## config.mk

```make
export PLATFORM = sky130hd
export DESIGN_NAME = spi_xfer_engine
export DESIGN_NICKNAME = d
export VERILOG_FILES = /design/src/rtl/spi_xfer_pkg.sv /design/src/rtl/spi_xfer_clkgen.sv /design/src/rtl/spi_xfer_engine.sv
export SDC_FILE = /design/constraint.sdc
export NUM_CORES = 1
export LEC_CHECK = 0
export ABC_CLOCK_PERIOD_IN_PS = 2300
export CAP_MARGIN = 20
export CORE_MARGIN = 4
export CORE_UTILIZATION = 48
export CTS_BUF_LIST = sky130_fd_sc_hd__clkbuf_16
export DETAILED_ROUTE_END_ITERATION = 6
export HOLD_SLACK_MARGIN = 0.12
export MAX_ROUTING_LAYER = met4
export PLACE_DENSITY = 0.77
export RECOVER_POWER = 50
export SETUP_SLACK_MARGIN = 0.2
export SLEW_MARGIN = 20
export SYNTH_ARGS = -nofsm -noshare
export SYNTH_HDL_FRONTEND = slang
export SYNTH_HIERARCHICAL = 1
export SYNTH_SLANG_ARGS = --single-unit
```

## constraint.sdc

```tcl
create_clock -name clk -period 2.3 [get_ports clk]
set_clock_uncertainty 0.05 [all_clocks]
set_input_delay 0.23 -clock clk [delete_from_list [all_inputs] [get_ports clk]]
set_output_delay 0.23 -clock clk [all_outputs]
set_load 0.05 [all_outputs]
```

## src/rtl/spi_xfer_pkg.sv

```systemverilog
// Shared types and constants for the SPI transfer engine: FSM states,
// chip-select guard lengths and the frame bit-count helper.
package spi_xfer_pkg;

    typedef enum logic [2:0] {
        IDLE,
        CS_SETUP,
        SHIFT,
        CS_HOLD,
        DONE
    } xfer_state_t;

    localparam int CS_SETUP_CYCLES = 1;
    localparam int CS_HOLD_CYCLES  = 1;

    // Total bits on the wire: command, optional address, clamped data bytes.
    function automatic int bit_count(input logic has_addr, input int nbytes,
                                     input int addr_bytes, input int max_bytes);
        int n_data;
        n_data = (nbytes > max_bytes) ? max_bytes : nbytes;
        return 8 + (has_addr ? 8 * addr_bytes : 0) + 8 * n_data;
    endfunction

endpackage

```

## src/rtl/spi_xfer_clkgen.sv

```systemverilog
// SCLK generator: holds each sclk level for (i_half_m1 + 1) clk cycles while
// enabled and flags the cycle whose closing edge makes sclk rise or fall.
module spi_xfer_clkgen (
    input  logic       clk,
    input  logic       rst,
    input  logic       i_en,
    input  logic [7:0] i_half_m1,
    output logic       o_sclk,
    output logic       o_rise,
    output logic       o_fall
);

    logic [7:0] r_cnt;
    logic       r_level;
    logic       w_phase_end;

    assign w_phase_end = i_en && (r_cnt == i_half_m1);

    // Dropping the enable parks the generator low so each transfer starts in phase.
    always_ff @(posedge clk) begin
        if (rst || !i_en) begin
            r_cnt   <= '0;
            r_level <= 1'b0;
        end else if (w_phase_end) begin
            r_cnt   <= '0;
            r_level <= !r_level;
        end else begin
            r_cnt   <= r_cnt + 1'b1;
        end
    end

    assign o_sclk = r_level;
    assign o_rise = w_phase_end && !r_level;
    assign o_fall = w_phase_end && r_level;

endmodule

```

## src/rtl/spi_xfer_engine.sv

```systemverilog
// SPI mode-0 command/address/data transfer engine with selectable chip select.
// Define SPI_XFER_CLKDIV_EN to add cfg_div, stretching each sclk half-period to cfg_div+1 cycles.
module spi_xfer_engine
    import spi_xfer_pkg::*;
#(
    parameter  int ADDR_BYTES     = 3,
    parameter  int MAX_DATA_BYTES = 4,
    parameter  int NUM_CS         = 2,
    localparam int CS_W           = (NUM_CS > 1) ? $clog2(NUM_CS) : 1,
    localparam int NB_W           = $clog2(MAX_DATA_BYTES + 1)
) (
    input  logic                        clk,
    input  logic                        rst,
    input  logic                        req_valid,
    output logic                        req_ready,
    input  logic [CS_W-1:0]             req_cs,
    input  logic [7:0]                  req_cmd,
    input  logic                        req_has_addr,
    input  logic [8*ADDR_BYTES-1:0]     req_addr,
    input  logic [NB_W-1:0]             req_nbytes,
    input  logic                        req_is_write,
    input  logic [8*MAX_DATA_BYTES-1:0] req_wdata,
`ifdef SPI_XFER_CLKDIV_EN
    input  logic [7:0]                  cfg_div,
`endif
    output logic                        rsp_valid,
    output logic [8*MAX_DATA_BYTES-1:0] rsp_rdata,
    output logic                        busy,
    output logic                        sclk,
    output logic                        mosi,
    input  logic                        miso,
    output logic [NUM_CS-1:0]           cs_n
);

    localparam int DATA_W  = 8 * MAX_DATA_BYTES;
    localparam int FRAME_W = 8 * (1 + ADDR_BYTES + MAX_DATA_BYTES);
    localparam int BITS_W  = $clog2(FRAME_W + 1);
    localparam int DIDX_W  = $clog2(DATA_W);
    localparam int WAIT_W  = 4;

    xfer_state_t        r_state;
    xfer_state_t        w_state_next;
    logic [WAIT_W-1:0]  r_wait;
    logic [CS_W-1:0]    r_cs;
    logic [FRAME_W-1:0] r_frame;
    logic [BITS_W-1:0]  r_nbits;
    logic [BITS_W-1:0]  r_hdr_bits;
    logic [BITS_W-1:0]  r_bit_idx;
    logic [DATA_W-1:0]  r_rdata;

    logic               w_accept;
    logic               w_shift_en;
    logic               w_cs_active;
    logic               w_level;
    logic               w_rise;
    logic               w_fall;
    logic               w_last_bit;
    logic               w_in_data;
    logic [DIDX_W-1:0]  w_rx_pos;
    logic [7:0]         w_half_m1;
    logic [DATA_W-1:0]  w_data_field;
    logic [FRAME_W-1:0] w_frame;

    assign req_ready = (r_state == IDLE) && !rst;
    assign w_accept  = req_valid && req_ready;

`ifdef SPI_XFER_CLKDIV_EN
    logic [7:0] r_half_m1;

    always_ff @(posedge clk) begin
        if (rst) begin
            r_half_m1 <= '0;
        end else if (w_accept) begin
            r_half_m1 <= cfg_div;
        end
    end

    assign w_half_m1 = r_half_m1;
`else
    assign w_half_m1 = 8'd0;
`endif

    // Data byte 0 goes out first, so it sits at the top of the data field.
    generate
        for (genvar gi = 0; gi < MAX_DATA_BYTES; gi++) begin : g_data_field
            assign w_data_field[DATA_W-8*gi-1 -: 8] = req_is_write ? req_wdata[8*gi +: 8] : 8'h00;
        end
    endgenerate

    assign w_frame = req_has_addr ? {req_cmd, req_addr, w_data_field}
                                  : {req_cmd, w_data_field, {(8*ADDR_BYTES){1'b0}}};

    spi_xfer_clkgen u_clkgen (
        .clk       (clk),
        .rst       (rst),
        .i_en      (w_shift_en),
        .i_half_m1 (w_half_m1),
        .o_sclk    (w_level),
        .o_rise    (w_rise),
        .o_fall    (w_fall)
    );

    assign w_shift_en = (r_state == SHIFT);
    assign w_last_bit = (r_bit_idx == r_nbits - 1'b1);
    assign w_in_data  = (r_bit_idx >= r_hdr_bits);
    // Data bit d lands in byte d/8 at position 7-(d%8): flip the low three bits.
    assign w_rx_pos   = DIDX_W'(r_bit_idx - r_hdr_bits) ^ DIDX_W'(7);

    always_comb begin
        w_state_next = r_state;
        case (r_state)
            IDLE:     if (w_accept) w_state_next = CS_SETUP;
            CS_SETUP: if (r_wait == WAIT_W'(CS_SETUP_CYCLES - 1)) w_state_next = SHIFT;
            SHIFT:    if (w_fall && w_last_bit) w_state_next = CS_HOLD;
            CS_HOLD:  if (r_wait == WAIT_W'(CS_HOLD_CYCLES - 1)) w_state_next = DONE;
            DONE:     w_state_next = IDLE;
            default:  w_state_next = IDLE;
        endcase
    end

    always_ff @(posedge clk) begin
        if (rst) begin
            r_state <= IDLE;
            r_wait  <= '0;
        end else begin
            r_state <= w_state_next;
            r_wait  <= (w_state_next != r_state) ? '0 : r_wait + 1'b1;
        end
    end

    always_ff @(posedge clk) begin
        if (rst) begin
            r_cs       <= '0;
            r_frame    <= '0;
            r_nbits    <= '0;
            r_hdr_bits <= '0;
            r_bit_idx  <= '0;
            r_rdata    <= '0;
        end else if (w_accept) begin
            r_cs       <= req_cs;
            r_frame    <= w_frame;
            r_nbits    <= BITS_W'(bit_count(req_has_addr, int'(req_nbytes), ADDR_BYTES, MAX_DATA_BYTES));
            r_hdr_bits <= BITS_W'(bit_count(req_has_addr, 0, ADDR_BYTES, MAX_DATA_BYTES));
            r_bit_idx  <= '0;
            r_rdata    <= '0;
        end else if (w_shift_en) begin
            if (w_rise && w_in_data) begin
                r_rdata[w_rx_pos] <= miso;
            end
            if (w_fall) begin
                r_frame   <= {r_frame[FRAME_W-2:0], 1'b0};
                r_bit_idx <= r_bit_idx + 1'b1;
            end
        end
    end

    assign w_cs_active = ((r_state == CS_SETUP) || (r_state == SHIFT) || (r_state == CS_HOLD)) && !rst;

    // An out-of-range index matches no line, so every select stays high.
    generate
        for (genvar gi = 0; gi < NUM_CS; gi++) begin : g_cs
            assign cs_n[gi] = !(w_cs_active && (r_cs == CS_W'(gi)));
        end
    endgenerate

    assign sclk      = w_level && w_shift_en && !rst;
    assign mosi      = r_frame[FRAME_W-1] && w_shift_en && !rst;
    assign rsp_valid = (r_state == DONE) && !rst;
    assign busy      = (r_state != IDLE) && !rst;
    assign rsp_rdata = r_rdata;

endmodule
```

==> impl_metrics.toml <==
[finish]
final_cells = 1061
area_growth_pct = 46.2
final_util_pct = 72.4
layout-drive-gt1-share_pct = 21.5
fin_area_mm2 = 0.00925
fin_nets = 963

[floorplan]
core_area_mm2 = 0.0128
die_width_um = 123
ios = 113
start_util_pct = 49.5
std_cell_rows = 41
fp.dieH_um = 123
die-area_mm2 = 0.0151

[yosys]
ys_ff_latch = 126
syn_area_mm2 = 0.00633
synth_edf_count = 0
ys.flop_type = "dfxtp_1"
synth_seq_area_share_pct = 39.9
avgSynthCellArea_um2 = 8.51
syn_inst = 743
ys_warn_count = 6
synth-async-reset-ratio_pct = 0
synth.lib_cells_used.distinct = 50

[route]
ant_nets = 0
vias = 6417
vias_per_cell = 6.05
drt_wl_total_um = 20300
drt-pass1-iter-count = 5
drc = 0
first_iter_violations = 717
wl_per_cell_um = 19.1

[sta]
finalMaxSlewViolations = 0
tightest_slew_ns = 0.960
grt_setup_unrepaired = "yes"
slew-limit-headroom_pct = 35.9
post-route-period-util_pct = 98.1
period_needed_ns = 2.26
setup_viol_count_final = 0
final_hold_viol_count = 0
setup_ws_ns = 0.0438
fmax_ghz = 0.443

[cts]
cts-root-buf = "clkbuf_16"
clk_pin_slew_worst_paths_ns = 0.06
cts_tree = "yes"
clk_latency_ns = 0.43
numCtsBuffers = 17
cts.sinks = 126
clock_path_buffers = 2
htree_levels = 4

[place]
place_congestion = 0.839
place_area_mm2 = 0.00780
dp_cells = 1003
post-dp-hpwl_um = 11900
dpl_worst_slack_ns = -0.0446
io_buffers = 112

[worst_setup_path]
arrival_ns = 2.55
crit_required_ns = 2.59
start_kind = "register"
ff2ff_path_depth = 11
crit_type = "reg2reg"
cp_max_fo = 5
rr_startpoint = "u_clkgen/r_cnt[0]"
rrSetupSlack_ns = 0.04
crit_start = "u_clkgen/r_cnt[0]"
worstSetupEndpointType = "register"
r2r_end = "r_frame[30]"

[min_path]
hold_class = "in2reg"
hold_start = "rst"
min_delay_path_depth = 3
worstHoldEndpoint = "r_cs"

[grt]
gr-total-overflow = 0
grt_pass1_wl_um = 29800
grt_max_degree = 49
grt_pass1_vias = 6096
antenna_found_initial = 1
grt_usage_pct = 25.6

[outcome]
outcome = "finished, final reports clean"

[run]
drv_cap = 0

[power_and_ir_drop]
power_density_mw_per_mm2 = 677
peakVddDrop_uv = 535
p_leak_nw = 3.45
## flip-flops by register name, summed over array words and instances, names as in the netlist
register,flops
u_clkgen/r_cnt,8
r_bit_idx,7
r_wait,4
r_cs,1
r_hdr_bits,2
r_state,3
rsp_rdata,32
u_clkgen/o_sclk,1
r_frame,64
r_nbits,4
## timing repair
item / CTS / global route
gates resized for setup: 17 / 92
hold buffers: 0 / 0
setup buffers: 9 / 7
setup endpoints to repair: 97 / 108
pin swaps: 27 / 56
hold endpoints to repair: 0 / 0
cloned: 4 / 5
## worst max path at each step
stage / endpoint / slack [ns] / cells after the start
2_1_floorplan: r_frame[51] / 0.21 / 10
3_3_place_gp: r_frame[23] / 0.03 / 7
3_5_place_dp: r_frame[21] / -0.04 / 7
4_1_cts: r_frame[26] / 0.14 / 11
5_1_grt: r_frame[12] / -0.09 / 11
6_report: r_frame[30] / 0.04 / 11
## cells in the mapped netlist, drive strengths merged (14+ instances only)
library cell    n  share of area, %
o21ai          24               2.0
nand2b         32               3.2
clkbuf         47               2.8
o211ai         24               2.8
a311oi         22               3.0
ha             14               2.8
dfxtp         126                40
nand2         102               6.1
a21oi          15               1.2
nand3          26               2.1
mux2i          34               5.4
nor2           89               5.3
xnor2          17               2.4
buf            18               1.4
## cells by family after synthesis
logic type	after synthesis	synth area share (%)
fa+ha+maj	14	2.77
flops	126	39.9
mux	42	6.80
compound gates	159	19.5
buf+inv	76	4.87
other cells	1	0.0593
xor+xnor	27	3.96
simple gates	298	22.2
## final cells by class
type | count | area, µm²
fillers | 847 | 3520
inverters | 11 | 41.3
well taps | 172 | 215
clock inverters | 15 | 226
multi-input cells | 548 | 3980
flip-flops and latches | 126 | 2530
diodes | 1 | 2.50
clock buffers | 17 | 425
repair buffers | 171 | 1830
## placed cells by master, fill, tap and decap left out, types with 9 or more instances in the layout
cell	instances
xor2_1	9
clkbuf_16	22
clkdlybuf4s50_1	104
nor2_1	72
o211ai_1	24
nand2b_1	31
a21oi_1	12
buf_12	9
nand2_1	97
a221oi_1	13
inv_1	13
ha_1	14
a311oi_2	9
nor2_4	10
buf_4	41
o32ai_2	9
dfxtp_1	119
o2111ai_1	10
mux2i_1	34
xnor2_1	11
o22ai_1	12
a311oi_1	13
nand3_1	25
o21ai_0	15
a32oi_1	10
## critical path, cell delays in order (launching register included)
cell and delay (ns):
dfxtp_2 0.33, xnor2_2 0.15, nand4_1 0.16, nor2_2 0.16, and3_4 0.22, nand2_4 0.06
a211oi_4 0.32, buf_6 0.19, buf_6 0.12, buf_12 0.13, nor2_4 0.04, a311oi_2 0.24
## per-layer routing
metal / up-vias / routed length [µm] / global-route usage [%]
li1: 2939 / - / -
met1: 3103 / 8130 / 31.7
met2: 321 / 10100 / 40.9
met3: 54 / 1360 / 5.12
met4: 0 / 629 / 10.6
met5: - / 0 / -
## stage by stage
step	hold slack [ns]	setup TNS, ns	power, W
2_1_floorplan	0.279	0	0.00281
3_3_place_gp	0.391	0	0.00308
3_5_place_dp	0.404	-0.0896	0.00311
4_1_cts	0.158	0	0.00613
5_1_grt	0.193	-2.14	0.00643
6_report	0.180	0	0.00626
## where the power goes
| part | switching, W | internal, W | total, W |
|---|---|---|---|
| registers | 0.0000632 | 0.00227 | 0.00233 |
| logic | 0.000491 | 0.000428 | 0.000920 |
| clock network | 0.000999 | 0.00201 | 0.00301 |
Power figures use the tool's default switching activity.
